## config.mk

```make
export PLATFORM = sky130hd
export DESIGN_NAME = change_dispenser
export DESIGN_NICKNAME = d
export VERILOG_FILES = /design/src/rtl/change_dispenser.sv
export SDC_FILE = /design/constraint.sdc
export NUM_CORES = 1
export LEC_CHECK = 0
export CORE_MARGIN = 8
export CORE_UTILIZATION = 47
export CTS_CLUSTER_DIAMETER = 200
export DETAILED_ROUTE_END_ITERATION = 16
export HOLD_SLACK_MARGIN = 0.06
export PLACE_DENSITY = 0.82
export SLEW_MARGIN = 20
export SYNTH_ARGS = -nofsm -noshare
export SYNTH_HDL_FRONTEND = slang
export SYNTH_SLANG_ARGS = --single-unit
```

## constraint.sdc

```tcl
create_clock -name CLK -period 3 [get_ports CLK]
set_input_delay 0.6 -clock CLK [delete_from_list [all_inputs] [get_ports CLK]]
set_output_delay 0.6 -clock CLK [all_outputs]
set_load 0.01 [all_outputs]
```

## src/rtl/change_dispenser.sv

```systemverilog
// change_dispenser
//   Pays out change from the penny, farthing and half-farthing hoppers.
//   A change amount (in half-farthings) is latched in IDLE. The block then
//   requests one coin at a time, choosing the largest coin that still fits
//   and whose hopper is not empty. Each coin uses a valid/ack handshake.
//   The block ends with a one-cycle done pulse when exact change has been
//   paid, or a one-cycle fail pulse when no remaining coin fits. After a
//   fail, rem_amt holds the shortfall.
//
//   Optional build macro DISP_TIMEOUT_EN: abandon a coin request that has
//   had no coin_ack after TIMEOUT DISPENSE cycles, and report fail.
//
// Ports
//   CLK        in   system clock, rising edge
//   RES        in   asynchronous active-low reset
//   req_valid  in   change request present (sampled in IDLE only)
//   req_amt    in   change amount, half-farthings (Pen=8, Fa=2, HFa=1)
//   req_ready  out  idle, can accept a request
//   pen_empty  in   penny hopper empty
//   fa_empty   in   farthing hopper empty
//   hfa_empty  in   half-farthing hopper empty
//   coin_valid out  coin dispense request
//   coin_sel   out  one-hot {Pen,Fa,HFa}, zero when coin_valid=0
//   coin_ack   in   hopper released the selected coin
//   rem_amt    out  amount still owed
//   busy       out  transaction in progress
//   done       out  one-cycle pulse, exact change paid
//   fail       out  one-cycle pulse, change cannot be completed
module change_dispenser #(
    parameter int AMT_W   = 5,
    parameter int TIMEOUT = 255
) (
    input  logic             CLK,
    input  logic             RES,
    input  logic             req_valid,
    input  logic [AMT_W-1:0] req_amt,
    output logic             req_ready,
    input  logic             pen_empty,
    input  logic             fa_empty,
    input  logic             hfa_empty,
    output logic             coin_valid,
    output logic [2:0]       coin_sel,
    input  logic             coin_ack,
    output logic [AMT_W-1:0] rem_amt,
    output logic             busy,
    output logic             done,
    output logic             fail
);

    typedef enum logic [2:0] {
        IDLE,
        SELECT,
        DISPENSE,
        DONE,
        FAIL
    } state_t;

    localparam logic [2:0] SEL_PEN = 3'b100;
    localparam logic [2:0] SEL_FA  = 3'b010;
    localparam logic [2:0] SEL_HFA = 3'b001;

    localparam logic [AMT_W-1:0] VAL_PEN = AMT_W'(8);
    localparam logic [AMT_W-1:0] VAL_FA  = AMT_W'(2);
    localparam logic [AMT_W-1:0] VAL_HFA = AMT_W'(1);

    state_t           state_q, state_d;
    logic [AMT_W-1:0] rem_q, rem_d;
    logic [2:0]       sel_q, sel_d;
    logic [AMT_W-1:0] coin_value;

`ifdef DISP_TIMEOUT_EN
    localparam int CNT_W = $clog2(TIMEOUT + 1);
    logic [CNT_W-1:0] cnt_q, cnt_d;
`endif

    always_ff @(posedge CLK or negedge RES) begin
        if (!RES) begin
            state_q <= IDLE;
            rem_q   <= '0;
            sel_q   <= '0;
        end else begin
            state_q <= state_d;
            rem_q   <= rem_d;
            sel_q   <= sel_d;
        end
    end

`ifdef DISP_TIMEOUT_EN
    always_ff @(posedge CLK or negedge RES) begin
        if (!RES) begin
            cnt_q <= '0;
        end else begin
            cnt_q <= cnt_d;
        end
    end
`endif

    // Value of the coin currently being requested.
    always_comb begin
        coin_value = '0;
        unique case (sel_q)
            SEL_PEN: coin_value = VAL_PEN;
            SEL_FA:  coin_value = VAL_FA;
            SEL_HFA: coin_value = VAL_HFA;
            default: coin_value = '0;
        endcase
    end

    always_comb begin
        state_d = state_q;
        rem_d   = rem_q;
        sel_d   = sel_q;
`ifdef DISP_TIMEOUT_EN
        cnt_d   = cnt_q;
`endif
        unique case (state_q)
            IDLE: begin
                if (req_valid) begin
                    rem_d   = req_amt;
                    state_d = SELECT;
                end
            end
            SELECT: begin
`ifdef DISP_TIMEOUT_EN
                cnt_d = '0;
`endif
                // Greedy choice. A coin is picked only when its value fits,
                // so the later subtraction never underflows.
                if (rem_q == '0) begin
                    state_d = DONE;
                end else if (!pen_empty && rem_q >= VAL_PEN) begin
                    sel_d   = SEL_PEN;
                    state_d = DISPENSE;
                end else if (!fa_empty && rem_q >= VAL_FA) begin
                    sel_d   = SEL_FA;
                    state_d = DISPENSE;
                end else if (!hfa_empty && rem_q >= VAL_HFA) begin
                    sel_d   = SEL_HFA;
                    state_d = DISPENSE;
                end else begin
                    state_d = FAIL;
                end
            end
            DISPENSE: begin
                if (coin_ack) begin
                    rem_d   = rem_q - coin_value;
                    state_d = SELECT;
                end
`ifdef DISP_TIMEOUT_EN
                // The count includes the current cycle, so coin_valid stays
                // high for exactly TIMEOUT cycles before giving up.
                else if (cnt_q == CNT_W'(TIMEOUT - 1)) begin
                    state_d = FAIL;
                end else begin
                    cnt_d = cnt_q + 1'b1;
                end
`endif
            end
            DONE:    state_d = IDLE;
            FAIL:    state_d = IDLE;
            default: state_d = IDLE;
        endcase
    end

    assign req_ready  = (state_q == IDLE);
    assign busy       = (state_q != IDLE);
    assign coin_valid = (state_q == DISPENSE);
    assign coin_sel   = coin_valid ? sel_q : '0;
    assign rem_amt    = rem_q;
    assign done       = (state_q == DONE);
    assign fail       = (state_q == FAIL);

endmodule
```

==> reports/results.tsv <==
stage	metric	value	unit
clocking	Worst-path clk slew	0.06	ns
die	core area	1490	µm²
global_routing	largest net degree at the start of global routing	12	
sta	fin crit period	2.75	ns
detailed_routing	drt pass-1 iters	4	
placed_design	Post-Place Cell Area	988	µm²
clocking	CTS tree	yes	
sta	final-report max-slew violation count	0	
die	overall die height	55.8	µm
global_routing	initial antenna violation count	0	
detailed_routing	residual DRC count	0	
clocking	number of H-tree levels	1	
sta	hold_ws	0.567	ns
die	die area	3110	µm²
worst_hold_path	worst hold path cell count	1	
pwr	Clock Power Share	9.6	%
clocking	worst skew pair latency	0.26	ns
sta	total negative slack	0	ns
synth	Area contributors post-synth	dfrtp_1 37%, ha_1 5.0%, a21oi_1 4.7%	
synth	asr flop ratio synth	100	%
clocking	Post-CTS Setup Bufs	0	
worst_setup_path	slowest stage delay, CP	0.55	ns
detailed_routing	remaining antenna violation count	0	
worst_setup_path	FF-to-FF Start	sel_q[1]$_DFFE_PN0P_	
clocking	TritonCTS sink count	11	
synth	Yosys cell types	32	
run_status	status	complete, no violations	
clocking	CTS Buffer Depth	2	
finish	# diodes	0	
sta	max frequency	363	MHz
worst_setup_path	R2R depth	8	
detailed_routing	WL per Instance	15.1	µm
worst_setup_path	Crit-path slowest cell	or3b_1	
die	Die Wd	55.8	µm
clocking	hold buffer count at CTS	0	
sta	worst slew pin tran	0.536	ns
placed_design	RD Place Congestion	0.854	
finish	cell area after layout	1010	µm²
detailed_routing	routed vias	753	
sta	slew margin rel.	64.0	%
global_routing	first-pass GRT wire length	3510	µm
synth	Post-Synthesis Cells	84	
synth	main flop type after synthesis	dfrtp_1	
synth	Synth Net Count	100	
synth	Synth Register Bits	11	
sta	final worst-path cycle share	91.8	%
sta	final hold vios	0	
worst_setup_path	Crit Path Max Fanout	11	
pwr	Logic pwr share	59.5	%
die	# rows	14	
die	I/O pin cnt	25	
worst_setup_path	Arr. time, crit path	2.15	ns
placed_design	dpl hpwl	1510	µm
worst_setup_path	Crit. End Element	primary output	
detailed_routing	Total Wirelength	1910	µm
finish	Filler cells	124	
clocking	cts repair resizes	0	
synth	Synthesis Warnings	0	
sta	RSZ-0062 raised after global routing	false	
clocking	CTS Buf Count	3	
worst_hold_path	hold path startpoint	state_q[2]$_DFFE_PN0P_	
die	Initial Util	50.0	%
sta	Setup-failing EPs final	0	
synth	Mapped Area	744	µm²
finish	layout cells sized above 1	6.36	%
worst_setup_path	Setup CP Type	reg2out	
clocking	clock root buffer	clkbuf_4	
synth	share of the synthesized area in the top cell type	37.0	%
global_routing	GRT Total Usage	13.6	%
synth	largest area contributor in the synthesized netlist	dfrtp_1	
finish	Area growth syn-to-layout	36.3	%
worst_setup_path	Critical Path Source	state_q[1]$_DFFE_PN0P_	
pwr	Reg power frac	30.9	%
global_routing	vias in the first global route	803	
finish	Net count, final	127	
worst_setup_path	Critical Path, Cell by Cell	or3b_1, inv_1, and2_1, clkdlybuf4s50_1	
worst_hold_path	Min-Delay Path Class	reg2reg	
worst_setup_path	startpoint types	flop	
worst_setup_path	required time worst endpoint	2.40	ns
synth	Post-synth EDFFs	0	
sta	Setup Skew	0.00595	ns
detailed_routing	starting DRC count in detailed routing	14	
detailed_routing	DR vias/cell	5.98	
pwr	cell-internal power	577	µW
job	maxcap violations	0	
global_routing	GRT overflow	0	
pwr	switching power	438	µW
pwr	Power Dens Cells	1000	nW/µm²
placed_design	Port Buffers	24	
pwr	leakage power	0.000435	µW
synth	syn_area_per_cell	8.86	µm²
pwr	switching share of power	43.2	%
pwr	maximum VDD drop	0.652	mV
synth	sequential share of the synthesized area	37.0	%
[cell type report]
class | instances | area [µm²] | share of cell area (%)
multi-input combinational | 64 | 427 | 42.0
tap | 16 | 20.0 | 1.97
timing repair buffer | 24 | 240 | 23.7
inverter | 7 | 26.3 | 2.59
clock buffer | 4 | 26.3 | 2.59
sequential | 11 | 275 | 27.1
[kinds of logic (layout without fill, tap and decap cells)]
logic type / after synthesis / count (layout) / synth area share [%]
AO/OA/AOI/OAI: 25 / 25 / 23.2
adder cells (fa/ha/maj): 4 / 4 / 7.73
buffers and inverters: 9 / 35 / 5.71
flip-flops: 11 / 11 / 37.0
multiplexers: 2 / 2 / 2.69
AND/OR/NAND/NOR: 33 / 33 / 23.7
[critical path, delay by kind of cell (launching register included)]
kind | cells | cell delay [ns]
flip-flops | 1 | 0.45
AND/OR/NAND/NOR | 2 | 0.69
buffers and inverters | 2 | 0.75
[state kept, by name (all words and copies together), names as in the netlist]
register  cells
rem_amt       5
sel_q         3
state_q       3
[power groups by stage]
stage / Sequential, µW / Clock [µW] / Combinational [µW]
2_1_floorplan: 305 / 0 / 380
3_3_place_gp: 309 / 0 / 588
3_5_place_dp: 315 / 0 / 607
4_1_cts: 312 / 105 / 609
5_1_grt: 327 / 110 / 689
6_report: 314 / 97.8 / 604
[per-stage QoR]
stage | setup slack (ns) | instances | power [µW] | util [%]
2_1_floorplan | 1.07 | 84 | 684 | -
5_1_grt | 0.0931 | 126 | 1130 | 68.2
3_3_place_gp | 0.580 | 122 | 897 | 66.4
3_5_place_dp | 0.530 | 122 | 922 | 66.4
4_1_cts | 0.232 | 126 | 1030 | 68.2
6_report | 0.245 | 126 | 1020 | 68.2
[path summary, 6_finish.rpt]
| path | endpoint | slack, ns |
|---|---|---|
| worst max-delay path | coin_sel[0] | 0.25 |
| worst min-delay path | state_q[0]$_DFFE_PN0P_ | 0.57 |
| worst max register to register | rem_amt[4]$_DFFE_PN0P_ | 0.85 |
| worst min register to register | state_q[0]$_DFFE_PN0P_ | 0.57 |
| max in group asynchronous | state_q[1]$_DFFE_PN0P_ | 2.00 |
| min in group asynchronous | sel_q[2]$_DFFE_PN0P_ | 0.66 |
[synth_stat cells, types with 2 or more instances]
cell,n
or3b_1,2
and2_1,4
nor3_1,2
nand2_1,7
mux2i_1,2
o31a_1,2
nor2_1,8
o22ai_1,2
o21bai_1,2
nor4_1,2
dfrtp_1,11
nor3b_1,3
a22o_1,2
a22oi_1,2
a21oi_1,7
a211oi_1,2
ha_1,3
inv_1,7
[metal layers]
metal | up-vias | global-route usage, % | routed length, µm
met5 | - | 0 | 0
met4 | 0 | 6.34 | 43
met3 | 6 | 7.31 | 176
met2 | 32 | 23.2 | 902
met1 | 362 | 13.1 | 783
li1 | 353 | - | -
[cells in the final DEF (no fill, tap or decap), drive strengths merged, types with 2 or more instances in the layout]
cell and instances:
clkbuf 4, o21bai 2, a211oi 2, ha 3, nor3 2, nor2 8
o21ai 2, nand2 7, o31a 2, mux2i 2, o22ai 2, a22oi 2
dfrtp 11, clkdlybuf4s50 24, and2 4, a22o 2, or3 2, a21oi 8
nor3b 3, inv 7, nor4 2, or3b 2
Power figures use the tool's default switching activity.
